### src/rtl/universal_shift_register_if.sv
// Bundles the control, data and status signals of the universal shift register.
// The master side drives the controls and data; the slave side is the register.
interface universal_shift_register_if #(
  parameter int WIDTH = 8,
  parameter int CNT_W = 4
);
  logic             en;
  logic [2:0]       mode;
  logic [WIDTH-1:0] par_in;
  logic             shift_in_lsb;
  logic             shift_in_msb;
  logic [WIDTH-1:0] out;
  logic             serial_out_msb;
  logic             serial_out_lsb;
  logic [CNT_W-1:0] shift_cnt;
  logic             done;

  modport master (
    output en, mode, par_in, shift_in_lsb, shift_in_msb,
    input  out, serial_out_msb, serial_out_lsb, shift_cnt, done
  );

  modport slave (
    input  en, mode, par_in, shift_in_lsb, shift_in_msb,
    output out, serial_out_msb, serial_out_lsb, shift_cnt, done
  );
endinterface

### src/rtl/universal_shift_register.sv
// Universal shift register: load, shift, rotate, arithmetic shift and clear,
// with a saturating shift counter and a one-cycle done pulse on reaching WIDTH shifts.
module universal_shift_register #(
  parameter int WIDTH = 8,
  parameter int CNT_W = 4
) (
  input logic                       clk,
  input logic                       rst,
  universal_shift_register_if.slave bus
);

  localparam logic [2:0] MODE_HOLD = 3'b000;
  localparam logic [2:0] MODE_LOAD = 3'b001;
  localparam logic [2:0] MODE_SHL  = 3'b010;
  localparam logic [2:0] MODE_SHR  = 3'b011;
  localparam logic [2:0] MODE_ROL  = 3'b100;
  localparam logic [2:0] MODE_ROR  = 3'b101;
  localparam logic [2:0] MODE_ASR  = 3'b110;
  localparam logic [2:0] MODE_CLR  = 3'b111;

  localparam logic [CNT_W-1:0] CNT_MAX = CNT_W'(WIDTH);

  logic [WIDTH-1:0] data_q;
  logic [WIDTH-1:0] data_next;
  logic [CNT_W-1:0] cnt_q;
  logic [CNT_W-1:0] cnt_next;
  logic             done_q;
  logic             done_next;
  logic             is_shift;

  always_comb begin
    data_next = data_q;
    is_shift  = 1'b0;
    case (bus.mode)
      MODE_HOLD: ;
      MODE_LOAD: data_next = bus.par_in;
      MODE_SHL: begin
        data_next = {data_q[WIDTH-2:0], bus.shift_in_lsb};
        is_shift  = 1'b1;
      end
      MODE_SHR: begin
        data_next = {bus.shift_in_msb, data_q[WIDTH-1:1]};
        is_shift  = 1'b1;
      end
      MODE_ROL: begin
        data_next = {data_q[WIDTH-2:0], data_q[WIDTH-1]};
        is_shift  = 1'b1;
      end
      MODE_ROR: begin
        data_next = {data_q[0], data_q[WIDTH-1:1]};
        is_shift  = 1'b1;
      end
      MODE_ASR: begin
        data_next = {data_q[WIDTH-1], data_q[WIDTH-1:1]};
        is_shift  = 1'b1;
      end
      MODE_CLR: data_next = '0;
      default: ;
    endcase
  end

  // done only fires on the step into saturation, so a saturated counter never re-triggers it
  always_comb begin
    cnt_next  = cnt_q;
    done_next = 1'b0;
    if (bus.mode == MODE_LOAD || bus.mode == MODE_CLR) begin
      cnt_next = '0;
    end else if (is_shift && cnt_q != CNT_MAX) begin
      cnt_next  = cnt_q + CNT_W'(1);
      done_next = (cnt_q == CNT_MAX - CNT_W'(1));
    end
  end

  always_ff @(posedge clk) begin
    if (!rst) begin
      data_q <= '0;
      cnt_q  <= '0;
      done_q <= 1'b0;
    end else if (bus.en) begin
      data_q <= data_next;
      cnt_q  <= cnt_next;
      done_q <= done_next;
    end else begin
      done_q <= 1'b0;
    end
  end

  assign bus.out            = data_q;
  assign bus.serial_out_msb = data_q[WIDTH-1];
  assign bus.serial_out_lsb = data_q[0];
  assign bus.shift_cnt      = cnt_q;
  assign bus.done           = done_q;

endmodule

### src/flat_wrapper.sv
// flat-port wrapper written by rule: the top's interface ports become plain ports
module universal_shift_register_flat 
#(
  parameter int WIDTH = 8,
  parameter int CNT_W = 4
)
  (clk, rst, bus_en, bus_mode, bus_par_in, bus_shift_in_lsb, bus_shift_in_msb, bus_out, bus_serial_out_msb, bus_serial_out_lsb, bus_shift_cnt, bus_done);
  universal_shift_register_if #(.WIDTH(WIDTH), .CNT_W(CNT_W)) bus_i ();
  input logic clk;
  input logic rst;
  input wire logic [$bits(bus_i.en)-1:0] bus_en;
  input wire logic [$bits(bus_i.mode)-1:0] bus_mode;
  input wire logic [$bits(bus_i.par_in)-1:0] bus_par_in;
  input wire logic [$bits(bus_i.shift_in_lsb)-1:0] bus_shift_in_lsb;
  input wire logic [$bits(bus_i.shift_in_msb)-1:0] bus_shift_in_msb;
  output wire logic [$bits(bus_i.out)-1:0] bus_out;
  output wire logic [$bits(bus_i.serial_out_msb)-1:0] bus_serial_out_msb;
  output wire logic [$bits(bus_i.serial_out_lsb)-1:0] bus_serial_out_lsb;
  output wire logic [$bits(bus_i.shift_cnt)-1:0] bus_shift_cnt;
  output wire logic [$bits(bus_i.done)-1:0] bus_done;
  assign bus_i.en = bus_en;
  assign bus_i.mode = bus_mode;
  assign bus_i.par_in = bus_par_in;
  assign bus_i.shift_in_lsb = bus_shift_in_lsb;
  assign bus_i.shift_in_msb = bus_shift_in_msb;
  assign bus_out = bus_i.out;
  assign bus_serial_out_msb = bus_i.serial_out_msb;
  assign bus_serial_out_lsb = bus_i.serial_out_lsb;
  assign bus_shift_cnt = bus_i.shift_cnt;
  assign bus_done = bus_i.done;
  universal_shift_register #(.WIDTH(WIDTH), .CNT_W(CNT_W)) u_core (.clk(clk), .rst(rst), .bus(bus_i));
endmodule
### config.mk
export PLATFORM = sky130hd
export DESIGN_NAME = universal_shift_register_flat
export DESIGN_NICKNAME = d
export VERILOG_FILES = /design/src/rtl/universal_shift_register_if.sv /design/src/rtl/universal_shift_register.sv /design/src/flat_wrapper.sv
export SDC_FILE = /design/constraint.sdc
export NUM_CORES = 1
export LEC_CHECK = 0
export BUFFER_PORTS_ARGS = -buffer_cell sky130_fd_sc_hd__buf_2
export CAP_MARGIN = 20
export CORE_ASPECT_RATIO = 1.1
export CORE_MARGIN = 2
export CORE_UTILIZATION = 35
export CTS_BUF_LIST = sky130_fd_sc_hd__clkbuf_8 sky130_fd_sc_hd__clkbuf_16
export CTS_CLUSTER_DIAMETER = 200
export DETAILED_ROUTE_END_ITERATION = 12
export GPL_ROUTABILITY_DRIVEN = 0
export GPL_TIMING_DRIVEN = 0
export PLACE_DENSITY_LB_ADDON = 0.05
export REMOVE_ABC_BUFFERS = 1
export SLEW_MARGIN = 20
export SYNTH_ARGS = -nofsm -noshare
export SYNTH_HDL_FRONTEND = slang
export SYNTH_SLANG_ARGS = --single-unit
### constraint.sdc
create_clock -name clk -period 1.34 [get_ports clk]
set_input_delay 0.335 -clock clk [delete_from_list [all_inputs] [get_ports clk]]
set_output_delay 0.335 -clock clk [all_outputs]
set_load 0.005 [all_outputs]
==> impl_metrics.toml, run 1 <==
[logic_synthesis]
synth_cell_types = 33
syn-cell-area_um2 = 865
syn_inst = 98
synth_seq_cells = 13
synth_warnings = 0
yosysSeqAreaShare_pct = 30.1
synth.avg_cell_area_um2 = 8.82

[final_layout]
instances_no_fill = 153
final_cell_area_um2 = 1040
mostFrequentLayoutCells = "30 x buf_2, 12 x dfxtp_1, 11 x nand2_1"
drive_gt1_share_pct = 36.6
area_growth_pct = 20.7
final_common_cell = "buf_2"
fin_nets = 142
diodes = 0

[die]
die_y_um = 56.1
num_io_pins = 31
rows = 18
start_util_pct = 37.6
dieArea_um2 = 2880
die_x_um = 51.4
core-area_um2 = 2300

[grt]
grt_max_degree = 16
gr-total-overflow = 0
antenna_found_initial = 0
grt_pass1_wl_mm = 3.45
track_usage_pct = 15.7
grt_pass1_vias = 764

[clocking]
h-tree-depth = 1
clock_path_buffers = 2
clock_sinks = 13
cts_tree = "built"
path_clk_slew_ns = 0.06
cts-root-buf = "clkbuf_8"
numCtsBuffers = 3
cts_hold_buf = 0
clk_latency_ns = 0.24

[sta]
setup_violations = 0
final_max_slew_viol_count = 0
rsz0062_at_grt = "no"
worst_slew_pin_slew_ns = 0.357
period_needed_ns = 1.28
layout_setup_ws_ns = 0.0558
hold_viol = 0
max_freq_mhz = 779
slew_headroom_pct = 76.2
skew_ns = 0.00811
period_share_pct = 95.8

[detailed_routing]
via_per_inst = 5.31
drc = 0
routedWlPerCell_um = 13.9
dr_total_vias = 813
drtPass1Iterations = 4
ant_nets = 0
drt_wl_total_mm = 2.13
drt_iter0_drc = 11

[power_and_ir_drop]
netSwitchingFraction_pct = 27.1
seqPwrFrac_pct = 44.7
power.density_nw_per_um2 = 913
leakage_nw = 0.486
ir_drop_uv = 450
switchingPower_mw = 0.259
p_int_mw = 0.694
p_clk_share_pct = 35.5
p_comb_share_pct = 19.8

[worst_setup_path]
crit_family = "simple AND/OR/NAND/NOR gates"
crit_chain = "buf_2 -> or2_1 -> and3_4 -> a21o_1 -> o32ai_2"
timing.critical_path.to_type = "flop"
cp_data_arrival_time_ns = 1.43
path_class = "in2reg"
required_ns = 1.49
start_kind = "input port"
path_buf_inv = 1
path_max_fanout = 9
cp_slowest_cell = "or2_1"
cpPeakStageDelay_ns = 0.36
r2r_cells = 6
path_depth = 5

[place]
post-place-cells = 149
hpwl_mm = 1.56
port_buffers = 30
dp_slack_ns = -0.353
placed_cell_area_um2 = 986

[hold_path]
hold_depth = 3
hp-class = "in2reg"

[job]
drv_cap = 0

[run_status]
outcome = "finished, final reports clean"
-- cell usage after synthesis --
master	n	area share (%)
dfxtp_1	13	30
nand2_1	11	4.8
o21ai_0	9	5.2
a221oi_1	7	7.1
o2bb2ai_1	7	7.1
inv_1	6	2.6
mux2_2	6	7.8
buf_4	4	3.5
and3_1	3	2.2
nor2_1	3	1.3
o22ai_1	3	2.2
buf_2	2	1.2
buf_6	2	2.6
ha_1	2	2.9
xnor2_1	2	2.0
a21boi_0	1	0.87
a21o_1	1	0.87
a21oi_1	1	0.58
a22o_1	1	1.0
a311oi_1	1	1.0
a32o_1	1	1.2
a41o_1	1	1.2
and2_1	1	0.72
and3_4	1	1.3
clkbuf_1	1	0.43
nand3b_1	1	0.87
nand4b_1	1	1.0
nor2_2	1	0.72
o211a_1	1	1.2
o21a_1	1	0.87
o311a_1	1	1.2
o32ai_2	1	1.9
or2_1	1	0.72
-- tightest hold or removal path, cell delays in order --
cell,delay (ns)
buf_2,0.07
o21ai_0,0.07
o2bb2ai_1,0.11
-- power groups by stage --
stage	Sequential [mW]	Clock (mW)	Combinational [mW]
after floorplan	0.431	0	0.103
after global placement	0.434	0	0.185
after detailed placement	0.434	0	0.186
after CTS	0.426	0.351	0.188
after global routing	0.429	0.371	0.210
final	0.426	0.338	0.189
-- metrics by stage --
step,power (mW),util (%),hold WS (ns),TNS (ns)
final,0.953,45.4,0.384,0
after detailed placement,0.620,42.9,0.495,-3.00
after CTS,0.965,45.0,0.383,0
after global routing,1.01,45.4,0.389,0
after global placement,0.619,42.9,0.495,-3.22
after floorplan,0.534,-,0.479,0
-- worst paths after layout --
kind,startpoint,end,slack [ns]
min,bus_par_in[4],u_core.bus.out[4],0.38
min reg2reg,u_core.bus.shift_cnt[2],u_core.bus.shift_cnt[2],0.50
max reg2reg,u_core.bus.shift_cnt[1],u_core.bus.shift_cnt[1],0.09
max,bus_mode[1],u_core.bus.shift_cnt[1],0.06
-- flip-flops by register name (all words and copies together), names as in the netlist --
signal,cells
u_core.bus.out,8
u_core.bus.shift_cnt,4
u_core.bus.done,1
-- logic make-up after synthesis --
family	synth area share [%]
XOR/XNOR	2.03
AO/OA/AOI/OAI	33.3
adder cells (fa/ha/maj)	2.89
buffers and inverters	10.3
multiplexers	7.81
flip-flops	30.1
AND/OR/NAND/NOR	13.6
-- layer usage --
layer / up-vias / global-route usage (%) / part of all wire [%]
met3: 2 / 2.42 / 4.8
met1: 373 / 20.9 / 48
met4: 0 / 5.64 / 0.61
met5: - / 0 / 0
met2: 20 / 25.1 / 47
li1: 418 / - / -
-- final cells by class --
type | instances | area [µm²]
Tap cell | 30 | 37.5
Timing Repair Buffer | 30 | 150
Sequential cell | 13 | 262
Multi-Input combinational cell | 70 | 527
Clock buffer | 3 | 41.3
Clock inverter | 1 | 3.75
Fill cell | 254 | 1250
Inverter | 6 | 22.5
-- what timing repair did --
item,4_1_cts,5_1_grt
setup endpoints to repair,7,10
hold endpoints to repair,0,0
resized for setup,1,3
buffers inserted,0,0
cloned,0,0
(Power assumes the default switching activity.)
==> run 2: changes to the inputs <==
--- a/config.mk
+++ b/config.mk
@@ -5,6 +5,8 @@
 export SDC_FILE = /design/constraint.sdc
 export NUM_CORES = 1
 export LEC_CHECK = 0
+export ABC_AREA = 1
+export ABC_CLOCK_PERIOD_IN_PS = 1340
 export BUFFER_PORTS_ARGS = -buffer_cell sky130_fd_sc_hd__buf_2
 export CAP_MARGIN = 20
 export CORE_ASPECT_RATIO = 1.1
==> run 2 against run 1 <==
Count of clock-buffer cells in the layout is the same. Non-clock buffer count grew 2. Fmax grew 1.8%. Cell area grew 11%. Routed wire length grew 12%. Synthesized area grew 6.4%. Largest cell class unchanged. Largest power group unchanged.
==> impl_metrics.toml, run 2 <==
[sta]
fin_tns_setup_ns = 0
hold_viol = 0
final_max_slew_viol_count = 0
skew_ns = 0.00358
slew_headroom_pct = 78.5
setup_violations = 0
worst_slew_pin_slew_ns = 0.321
period_needed_ns = 1.26
period_share_pct = 94.2
max_freq_mhz = 792

[clocking]
h-tree-depth = 1
clock_sinks = 13
numCtsBuffers = 3
cts_hold_buf = 0
cts_tree = "built"
cts-root-buf = "clkbuf_8"
clk_latency_ns = 0.24
clock_path_buffers = 2
path_clk_slew_ns = 0.06

[detailed_routing]
drtPass1Iterations = 5
via_per_inst = 4.83
routedWlPerCell_um = 10.8
dr_total_vias = 1072
drt_wl_total_mm = 2.40
ant_nets = 0
drc = 0
drt_iter0_drc = 34

[run_status]
outcome = "finished, final reports clean"

[final_layout]
area_growth_pct = 26.1
final_cell_area_um2 = 1160
mostFrequentLayoutCells = "56 x nand2_1, 30 x buf_2, 27 x nor2_1"
fin_nets = 210
fillCellCount = 305
final_common_cell = "nand2_1"
diodes = 0
drive_gt1_share_pct = 27.7
largest_reg_flops = 8

[logic_synthesis]
synth_warnings = 0
synth_seq_cells = 13
synth_xor_area_share_pct = 0
synth-simple-area-share_pct = 51.2
async_flop_share_pct = 0
synth-compound-area-share_pct = 6.53
syn-cell-area_um2 = 920
yosysSeqAreaShare_pct = 28.3
synth_cell_types = 17
ys.flop_type = "dfxtp_1"
synth_edf_count = 0
synth_top_cell_by_area = "dfxtp_1"
synth_top_family_by_area = "simple AND/OR/NAND/NOR gates"
synth_top_area_share_pct = 28.3
synthMuxAreaShare_pct = 0
synth.avg_cell_area_um2 = 5.71
syn_inst = 161
yosys-top-cells-area = "dfxtp_1 28%, nand2_1 23%, nor2_1 11%"
synth_top_cells_by_count = "57 x nand2_1, 28 x nor2_1, 13 x dfxtp_1, 13 x nand3_1, 12 x inv_1"
synth_fa_ha_area_share_pct = 2.72
yosysMostFrequentCell = "nand2_1"

[grt]
grt_pass1_wl_mm = 3.86
grt_max_degree = 19
track_usage_pct = 16.8
grt_pass1_vias = 890
gr-total-overflow = 0
antenna_found_initial = 0

[place]
hpwl_mm = 1.64
placed_cell_area_um2 = 1070
port_buffers = 30

[worst_setup_path]
cp_common_cell = "nand2_1"
cp_slowest_cell = "dfxtp_4"
required_ns = 1.52
path_class = "reg2reg"
timing.critical_path.to_type = "flop"
cpPeakStageDelay_ns = 0.36
cp_data_arrival_time_ns = 1.44
path_buf_inv = 2
path_max_fanout = 6
crit_chain = "inv_2 -> ha_4 -> nand2_2 -> o21ai_2 -> nand2_1 -> nand2_2 -> inv_4 -> nand2_1 -> nand2_1 -> nor2_1"
start_kind = "flop"
crit_family = "simple AND/OR/NAND/NOR gates"

[die]
core-area_um2 = 2500
rows = 19
start_util_pct = 36.8
die_x_um = 52.9
num_io_pins = 31
die_y_um = 57.8
dieArea_um2 = 3050

[power_and_ir_drop]
power.density_nw_per_um2 = 876
ir_drop_uv = 426
leakage_nw = 0.629

[hold_path]
hp-class = "in2reg"

[job]
drv_cap = 0
-- run 2: metrics by stage --
stage	util [%]	total power, mW	std cells	hold slack, ns	setup slack (ns)
after floorplan	-	0.567	155	0.455	0.110
after global placement	42.8	0.653	216	0.487	-0.123
after detailed placement	42.8	0.654	216	0.503	-0.121
after CTS	44.7	1.01	220	0.361	0.0295
after global routing	46.5	1.09	222	0.377	-0.000828
final	46.5	1.02	222	0.365	0.0779
-- run 2: logic make-up after synthesis --
| logic type | after synthesis |
|---|---|
| compound gates | 12 |
| buf+inv | 23 |
| simple gates | 111 |
| fa+ha+maj | 2 |
| flops | 13 |
-- run 2: path summary, 6_finish.rpt --
path                            from                      end  slack (ns)  depth (start not counted)
min                              rst  u_core.bus.shift_cnt[2]        0.36                          3
max reg2reg  u_core.bus.shift_cnt[1]  u_core.bus.shift_cnt[1]        0.08                         10
max          u_core.bus.shift_cnt[1]  u_core.bus.shift_cnt[1]        0.08                         10
min reg2reg        u_core.bus.out[5]        u_core.bus.out[5]        0.51                          2
-- run 2: worst min-delay path, cell delays in order --
cell and delay (ns):
buf_2 0.13, nand2_1 0.07, nor2_1 0.03
-- run 2: final cells by class --
| cell class | instances | area (µm²) | area share [%] |
|---|---|---|---|
| Clock buffer | 3 | 41.3 | 3.56 |
| Clock inverter | 1 | 3.75 | 0.324 |
| Inverter | 17 | 66.3 | 5.72 |
| Multi-Input combinational cell | 125 | 577 | 49.7 |
| Sequential cell | 13 | 268 | 23.1 |
| Tap cell | 31 | 38.8 | 3.34 |
| Timing Repair Buffer | 32 | 165 | 14.2 |
-- run 2: where the power goes --
part	switching, mW	internal [mW]	total, mW	leakage, nW
logic	0.138	0.0936	0.232	0.495
clock network	0.149	0.202	0.351	0.0269
registers	0.0261	0.407	0.433	0.107
-- run 2: routing by layer --
layer	global-route usage (%)	wire length (µm)	vias to the layer above
met1	23.3	1130	477
li1	-	-	563
met5	0	0	-
met3	3.09	138	2
met4	6.59	15	0
met2	25.5	1110	30
-- run 2: what timing repair did --
item,4_1_cts,5_1_grt
pin swaps,0,3
gates resized for setup,1,11
setup endpoints to repair,2,4
setup buffers,0,2
